### src/rtl/id_operand_stage.sv
// Decode-stage slot: buffers the IF instruction, resolves operands from the register file or bypass,
// and freezes them once EX back-pressures so EX sees stable values at issue.
module id_operand_stage (
    input  logic        clk,
    input  logic        reset,
    input  logic        flush,
    input  logic        fs_to_ds_valid,
    input  logic [31:0] fs_pc,
    input  logic [31:0] fs_inst,
    output logic        ds_allowin,
    output logic [31:0] ds_pc,
    output logic [31:0] ds_inst,
    input  logic        src2_is_rd,
    output logic [4:0]  rf_raddr1,
    output logic [4:0]  rf_raddr2,
    input  logic [31:0] rf_rdata1,
    input  logic [31:0] rf_rdata2,
    input  logic        pause,
    input  logic        addr1_occur,
    input  logic [31:0] addr1_forward,
    input  logic        addr2_occur,
    input  logic [31:0] addr2_forward,
    input  logic        es_allowin,
    output logic        ds_to_es_valid,
    output logic [31:0] ds_src1,
    output logic [31:0] ds_src2,
    output logic [31:0] stall_cnt,
    output logic [1:0]  ds_state
);

    typedef enum logic [1:0] {
        EMPTY = 2'd0,
        FRESH = 2'd1,
        HELD  = 2'd2
    } state_t;

    state_t      state;
    state_t      state_nxt;
    logic        load_inst;
    logic        load_lat;
    logic        ds_valid;
    logic        ds_ready_go;
    logic [31:0] live1;
    logic [31:0] live2;
    logic [31:0] lat1;
    logic [31:0] lat2;

    // Handshake: IF->DS moves when fs_to_ds_valid & ds_allowin; DS->EX moves when
    // ds_to_es_valid & es_allowin. Neither valid depends on the downstream ready.
    assign ds_valid       = (state != EMPTY);
    assign ds_ready_go    = ~pause;
    assign ds_to_es_valid = ds_valid & ds_ready_go & ~flush;
    assign ds_allowin     = ~ds_valid | (ds_ready_go & es_allowin);
    assign ds_state       = state;

    assign rf_raddr1 = ds_inst[9:5];
    assign rf_raddr2 = src2_is_rd ? ds_inst[4:0] : ds_inst[14:10];

    assign live1   = addr1_occur ? addr1_forward : rf_rdata1;
    assign live2   = addr2_occur ? addr2_forward : rf_rdata2;
    assign ds_src1 = (state == HELD) ? lat1 : live1;
    assign ds_src2 = (state == HELD) ? lat2 : live2;

    always_comb begin
        state_nxt = state;
        load_inst = 1'b0;
        load_lat  = 1'b0;
        if (flush) begin
            state_nxt = EMPTY;
        end else if (ds_allowin && fs_to_ds_valid) begin
            state_nxt = FRESH;
            load_inst = 1'b1;
        end else if (ds_allowin) begin
            state_nxt = EMPTY;
        end else if (state == FRESH && !pause && !es_allowin) begin
            // Operands are resolved but EX is busy: freeze them before the bypass moves on.
            state_nxt = HELD;
            load_lat  = 1'b1;
        end
    end

    always_ff @(posedge clk) begin
        if (reset) begin
            state <= EMPTY;
        end else begin
            state <= state_nxt;
        end
    end

    always_ff @(posedge clk) begin
        if (reset) begin
            ds_pc   <= 32'h0;
            ds_inst <= 32'h0;
        end else if (load_inst) begin
            ds_pc   <= fs_pc;
            ds_inst <= fs_inst;
        end
    end

    always_ff @(posedge clk) begin
        if (reset) begin
            lat1 <= 32'h0;
            lat2 <= 32'h0;
        end else if (load_lat) begin
            lat1 <= live1;
            lat2 <= live2;
        end
    end

    // Flush leaves the count alone; only reset clears it.
    always_ff @(posedge clk) begin
        if (reset) begin
            stall_cnt <= 32'h0;
        end else if (ds_valid && pause && !flush && stall_cnt != 32'hFFFF_FFFF) begin
            stall_cnt <= stall_cnt + 32'd1;
        end
    end

endmodule

### config.mk
export PLATFORM = sky130hd
export DESIGN_NAME = id_operand_stage
export DESIGN_NICKNAME = d
export VERILOG_FILES = /design/src/rtl/id_operand_stage.sv
export SDC_FILE = /design/constraint.sdc
export NUM_CORES = 1
export LEC_CHECK = 0
export ABC_AREA = 1
export BUFFER_PORTS_ARGS = -buffer_cell sky130_fd_sc_hd__buf_2
export CAP_MARGIN = 10
export CELL_PAD_IN_SITES_DETAIL_PLACEMENT = 2
export CELL_PAD_IN_SITES_GLOBAL_PLACEMENT = 2
export CORE_ASPECT_RATIO = 0.75
export CORE_MARGIN = 4
export CORE_UTILIZATION = 22
export DETAILED_ROUTE_END_ITERATION = 6
export GPL_TIMING_DRIVEN = 0
export PLACE_DENSITY_LB_ADDON = 0.1
export SYNTH_ARGS = -nofsm -noshare
export SYNTH_HDL_FRONTEND = slang
export SYNTH_SLANG_ARGS = --single-unit
### constraint.sdc
create_clock -name clk -period 1.7 [get_ports clk]
set_clock_uncertainty 0.1 [all_clocks]
set_input_delay 0.085 -clock clk [delete_from_list [all_inputs] [get_ports clk]]
set_output_delay 0.085 -clock clk [all_outputs]
set_load 0.02 [all_outputs]
==> results of run 1 <==
[per-layer routing]
layer  up-vias  part of all wire [%]
met5         -                     0
met4         0                   2.4
met3        63                   4.5
met2       247                    51
met1      5521                    42
li1       5152                     -
[cells by family (layout without fill, tap and decap cells)]
group                    count (synthesis)  in the layout
adder cells (fa/ha/maj)                  1              1
AND/OR/NAND/NOR                        453            453
flip-flops                             162            162
XOR/XNOR                                 3              3
buffers and inverters                  240            884
other                                    0              1
AO/OA/AOI/OAI                          286            286
multiplexers                            64             64
[worst max-delay path: stages, from the launching register on]
cell and delay (ps):
dfxtp_4 350, inv_2 40, nor2_4 140, buf_6 170, buf_12 160, clkbuf_16 160
nand2_2 40, o21ai_1 80, buf_4 170
[area by class of cell]
class | instances | area (um^2)
antenna | 1 | 2.50
buffer | 76 | 1040
clock buffer | 20 | 457
clock inverter | 12 | 145
fill | 4007 | 19600
inverter | 161 | 608
multi-input combinational | 807 | 6150
sequential | 162 | 3330
tap | 504 | 631
timing repair buffer | 615 | 5130
[cell usage after synthesis]
| cell | instances |
|---|---|
| nand3_1 | 33 |
| xor2_1 | 2 |
| nor2_1 | 144 |
| nor4_4 | 1 |
| inv_1 | 159 |
| nand3_2 | 8 |
| nor3_1 | 6 |
| and2_1 | 4 |
| buf_6 | 3 |
| clkbuf_1 | 39 |
| nand2_4 | 1 |
| nand2_1 | 230 |
| xnor2_1 | 1 |
| nand2_2 | 3 |
| a31oi_1 | 1 |
| nand4_1 | 13 |
| dfxtp_1 | 162 |
| buf_1 | 1 |
| nor2_4 | 6 |
| buf_4 | 6 |
| buf_2 | 25 |
| a21oi_1 | 86 |
| inv_2 | 2 |
| nor2_2 | 4 |
| o21ai_0 | 159 |
| ha_1 | 1 |
| clkbuf_2 | 5 |
| o21ai_2 | 1 |
| o21ai_1 | 39 |
| mux2i_1 | 64 |
[final timing paths]
kind | depth (start not counted) | to | slack, ps
worst max register to register | 9 | lat2[29]$_SDFFE_PP0P_ | -220
worst max-delay path | 8 | ds_src2[19] | -260
worst min-delay path | 5 | lat2[14]$_SDFFE_PP0P_ | -9
worst min register to register | 2 | ds_pc[29]$_SDFFE_PP0P_ | 350
[what timing repair did]
| item | in CTS | in global routing |
|---|---|---|
| hold endpoints to repair | 106 | 0 |
| cloned | 15 | 23 |
| buffers inserted | 40 | 29 |
| hold buffers | 141 | 0 |
| gates resized for setup | 496 | 579 |
| pin swaps | 30 | 87 |
| setup endpoints to repair | 224 | 226 |
[sequential cells by signal, summed over array words and instances (netlist names)]
| signal | count |
|---|---|
| ds_pc | 32 |
| lat1 | 32 |
| stall_cnt | 32 |
| ds_state | 2 |
| ds_inst | 32 |
| lat2 | 32 |
[power groups by stage]
stage	logic [uW]	registers [uW]	clock network, uW
finish	2530	3970	4200
global route	2690	3990	4460
CTS	2100	3960	4280
detailed placement	1540	4070	0
global placement	1510	4060	0
floorplan	665	4200	0
[metrics by stage]
step,worst slack [ps],setup TNS [ps]
2_1_floorplan,0.168,0
4_1_cts,-268,-27940
6_report,-262,-27630
5_1_grt,-332,-45260
3_5_place_dp,-546,-58990
3_3_place_gp,-587,-55950
==> results by group, run 1 <==
Routing
  • Antenna Violating Nets Remaining: 0
  • Via count: between 10,000 and 15,000
  • Drt first-iter violations: around 340
  • Final wirelength: just over 50,000 um
  • DRT Pass-1 Iters: 4
  • Wire per inst: 21.9 um
  • DRC: 0
  • DR vias/cell: between 4 and 5

Layout
  • Most common cell after layout, fill and taps aside: buf_2
  • Design Area, Final: ~17,000 um^2
  • Area growth syn-to-layout: 111%
  • Final std cells w/o fill: approximately 2,400
  • Final Util: a little under half
  • Layout cell share with drive strength beyond 1: a little under three fifths
  • Final #Nets: 2,042
  • Commonest cells after routing, fill and taps aside: buf_2 (312), inv_1 (155), dlygate4sd3_1 (141)

Timing
  • Worst setup margin: -262 ps
  • RSZ-0062 raised after global routing: yes
  • Slew Limit Fails: 0
  • Crit path time final: 1960 ps
  • Final period util: 115%
  • Max-slew headroom: a little under two fifths
  • Setup-failing EPs final: between 200 and 250
  • Fmax: just over 500 MHz
  • WHS: -9.00 ps
  • Worst Tran Pin Value: 940 ps
  • Final Hold Viols: 1

Floorplan
  • Site row count: 61
  • Starting density of the core: 22.3%
  • Die H: between 150 and 200 um
  • Core ar.: ~37,000 um^2
  • Io pins: roughly 380
  • Die Width: ~230 um
  • Die ar.: 40,800 um^2

Logic synthesis
  • Ranking of synthesized cells by area: dfxtp_1 (39%), nand2_1 (10%), o21ai_0 (9.6%)
  • Synth Area in Simple Gates: 23.3%
  • Top-area cell type share of the netlist area: about 40%
  • Cell taking the most area after synthesis: dfxtp_1
  • Post-synthesis mux area share: under 10%
  • Complex-gate fraction of the synthesized area: approximately 17%
  • Synth warn: 0
  • Fraction of synthesized cell area in xor and xnor cells: less than 1%
  • Adder-Cell Fraction of Synth Area: 0.151%
  • Seq/Total Area, Yosys: 39.2%
  • Mapped Cells: between 1,000 and 1,500
  • Mean Syn Cell Area: about 7 um^2
  • Yosys reg bits: around 160
  • Syn_nets: 1,411
  • Area of the mapped netlist: just over 8000 um^2
  • Main combinational cell family by area after synthesis: simple AND/OR/NAND/NOR gates
  • Count of different cell masters after synthesis: 30

Clock tree
  • Clock Path Buffers: 2
  • CTS tree: yes
  • H-tree Lvls: 4
  • Reg clk slew, reported paths: 80 ps
  • CTS sink cnt: roughly 160
  • Clock latency on the worst-skew pair: between 400 and 500 ps
  • TritonCTS Buffers: 17
  • Clock root cell: clkbuf_16

Worst setup path
  • CP startpoint kind: register
  • Required @ worst endpoint: ~1500 ps
  • Critical path peak fanout: 5
  • Crit path from: ds_state[1]$_SDFFE_PP0P_
  • Worst r2r src: ds_state[1]$_SDFFE_PP0P_
  • Kind of critical path: register to primary output
  • Critical Path Sink Type: primary output
  • WP data arrival: 1780 ps

Placement
  • PortBufs: 370
  • RD Place Congestion: around 0.76
  • Dpl cells: roughly 2,100
  • Placed Instance Area: 10,800 um^2
  • HPWL after DPL: around 30,000 um

Min path
  • Worst Hold Launch: rf_rdata2[14]
  • Hold crit path type: primary input to register

Pwr
  • Power Total: approximately 11,000 uW
  • Logic pwr share: 23.7%
  • Switching Share: 31.6%
  • Pint: 7330 uW
  • Flop pwr share: between 30% and 40%
  • Clock group share of total power: approximately two fifths
  • Switching power: between 3000 and 4000 uW
  • Leak Pwr: between 0.007 and 0.008 uW
  • PwrDens: about 610 nW/um^2
  • Worst IR Drop VDD: roughly 0.00055 V

Outcome
  • Violations in the final reports: hold timing, setup timing
  • Status: complete, but fails checks

Global route
  • Busiest grt layer: met2
  • Number of global-route vias before repair: approximately 12,000
  • Pin count of the biggest net entering global routing: 17
  • Grt total ovfl: 0
  • Global Route Usage Sum: 21.3%
  • Initial antenna violation count: 2
  • Grt met3 use: between 4 and 5%
  • Met1 Use GR: about a quarter
  • Met2 usage: between 30% and 40%
  • First-pass GRT wire length: 67,900 um

Flow run
  • Maxcap violations: 0
No activity file was read; power rests on OpenSTA's default activity.
==> inputs of run 2 (changes only) <==
Settings changed: CTS_BUF_LIST from default to sky130_fd_sc_hd__clkbuf_4.
==> results by group, run 2 (same netlist as run 1, synthesis figures left out) <==
Clock tree
  • CTS sink cnt: roughly 160
  • TritonCTS Buffers: 17
  • CTS tree: yes
  • Clock Path Buffers: 2
  • Reg clk slew, reported paths: about 170 ps
  • H-tree Lvls: 4
  • Clock root cell: clkbuf_4
  • Clock latency on the worst-skew pair: around 650 ps

Outcome
  • Status: complete, but fails checks
  • Violations in the final reports: setup timing

Routing
  • DRC: 0
  • Drt first-iter violations: about 380
  • Via count: around 11,000
  • DRT Pass-1 Iters: 4
  • DR vias/cell: approximately 4.6
  • Final wirelength: ~52,000 um
  • Wire per inst: roughly 22 um
  • Antenna Violating Nets Remaining: 0

Placement
  • RD Place Congestion: about 0.76
  • PortBufs: 370
  • Dpl cells: between 2,000 and 2,500
  • HPWL after DPL: slightly above 30,000 um
  • Worst setup slack after placement: -546 ps
  • Placed Instance Area: roughly 11,000 um^2

Worst setup path
  • Top cell family by delay on the critical path: buffers and inverters
  • Critical Path Sink Type: primary output
  • Critical path peak fanout: 7
  • CP cell instances: inv_2, nor2_4, buf_6, buf_12, clkbuf_16, nand2_2, o21ai_1, buf_4
  • Required @ worst endpoint: approximately 1500 ps
  • Kind of critical path: register to primary output
  • Worst r2r src: ds_state[1]$_SDFFE_PP0P_
  • WP data arrival: roughly 2000 ps
  • CP startpoint kind: register
  • Worst reg-to-reg setup slack: -300 ps
  • Buf/Inv on CP: 5
  • RR Endpoint: lat1[0]$_SDFFE_PP0P_
  • CP max stage delay: 380 ps
  • Slowest CP cell: dfxtp_4
  • R2R depth: 10

Timing
  • Setup-failing EPs final: 221
  • RSZ-0062 raised after global routing: yes
  • Fmax: approximately 460 MHz
  • Worst Tran Pin Value: between 800 and 900 ps
  • Max-slew headroom: roughly 44%
  • Total negative slack: -45,700 ps
  • Crit path time final: ~2200 ps
  • Final Hold Viols: 0
  • Final period util: 128%
  • Worst setup margin: -476 ps
  • Slew Limit Fails: 0

Global route
  • Initial antenna violation count: 3
  • Pin count of the biggest net entering global routing: 17
  • First-pass GRT wire length: just under 70,000 um
  • Grt total ovfl: 0
  • Number of global-route vias before repair: 12,000
  • Global Route Usage Sum: approximately 22%

Layout
  • Layout cell share with drive strength beyond 1: between 40% and 50%
  • Commonest cells after routing, fill and taps aside: buf_2 (307), dlygate4sd3_1 (197), inv_1 (153)
  • Final #Nets: ~2,100
  • Design Area, Final: 16,900 um^2
  • Area growth syn-to-layout: 104%
  • Final std cells w/o fill: 2,393
  • Most common cell after layout, fill and taps aside: buf_2

Floorplan
  • Io pins: about 380
  • Core ar.: 37,100 um^2
  • Die Width: between 200 and 250 um
  • Starting density of the core: between 20% and 30%
  • Die ar.: a little over 40,000 um^2
  • Die H: around 180 um
  • Site row count: slightly above 60

Min path
  • Hold crit path type: primary input to register
  • Hold path endpoint: ds_pc[25]$_SDFFE_PP0P_
  • Worst Hold Launch: fs_pc[25]
  • Hold Path Stages: 4

Flow run
  • Maxcap violations: 0

Pwr
  • Worst IR Drop VDD: about 0.00036 V
  • Leak Pwr: roughly 0.0074 uW
  • PwrDens: roughly 540 nW/um^2
==> run 2: changes by cell type in the layout (fill, tap and decap cells not counted), sizes merged <==
cell,before,now
dlygate4sd3,141,197
clkbuf,70,57
buf,500,489
clkinv,4,6
clkinvlp,3,2
diode,1,2
inv,164,165
==> run 2: per-stage QoR <==
stage | hold WS, ps | power (uW) | utilization (%)
2_1_floorplan | 153 | 4860 | -
3_3_place_gp | 262 | 5570 | 29.1
3_5_place_dp | 276 | 5610 | 29.1
4_1_cts | 74.2 | 8790 | 39.4
5_1_grt | 92.6 | 9520 | 45.5
6_report | 126 | 9080 | 45.5
==> run 2: final cells by class <==
cell class / instances / area (um^2)
Timing Repair Buffer: 649 / 5280
Multi-Input combinational cell: 807 / 5770
Antenna cell: 2 / 5.00
Clock inverter: 14 / 153
Clock buffer: 18 / 135
Fill cell: 4150 / 20200
Tap cell: 504 / 631
Buffer: 76 / 960
Inverter: 161 / 607
Sequential cell: 162 / 3340
==> run 2: power breakdown <==
group | internal (uW) | leakage (uW) | total, uW | switching [uW]
Combinational | 1170 | 0.00592 | 2490 | 1320
Clock | 906 | 0.000149 | 2620 | 1720
Sequential | 3890 | 0.00134 | 3970 | 78.6
==> run 2: worst register-to-register path, delay by kind of cell, from the launching register on <==
kind                   cells  cell delay [ps]
AOI/OAI and AO/OA          1               60
buffers and inverters      5              740
DFF                        1              370
and+or+nand+nor            4              630
==> run 2: how the worst max path moves through the flow <==
stage	startpoint	endpoint	slack, ps	depth (start not counted)
6_report	ds_state[1]$_SDFFE_PP0P_	ds_src2[19]	-480	8
5_1_grt	ds_state[1]$_SDFFE_PP0P_	ds_src2[19]	-580	8
4_1_cts	ds_state[1]$_SDFFE_PP0P_	ds_src1[22]	-510	8
3_5_place_dp	reset	stall_cnt[25]$_SDFFE_PP0P_	-550	6
3_3_place_gp	reset	stall_cnt[26]$_SDFFE_PP0P_	-590	6
2_1_floorplan	stall_cnt[9]$_SDFFE_PP0P_	stall_cnt[2]$_SDFFE_PP0P_	0.2	9
==> run 2: routing by layer <==
metal  global-route usage [%]  share of wire (%)  routed length [um]  vias up
met5                        0                  0                   0        -
met4                     6.15                2.4                1270        0
met3                     4.85                4.3                2230       77
met2                     38.2                 52               27200      251
met1                     26.7                 41               21400     5495
li1                         -                  -                   -     5226
==> run 2: timing repair <==
item / in CTS / in global routing
pin swaps: 26 / 58
hold buffers: 197 / 0
buffers inserted: 41 / 17
cloned: 8 / 16
endpoints found under the hold margin: 133 / 0
resized for setup: 416 / 563
endpoints found under the setup margin: 228 / 224
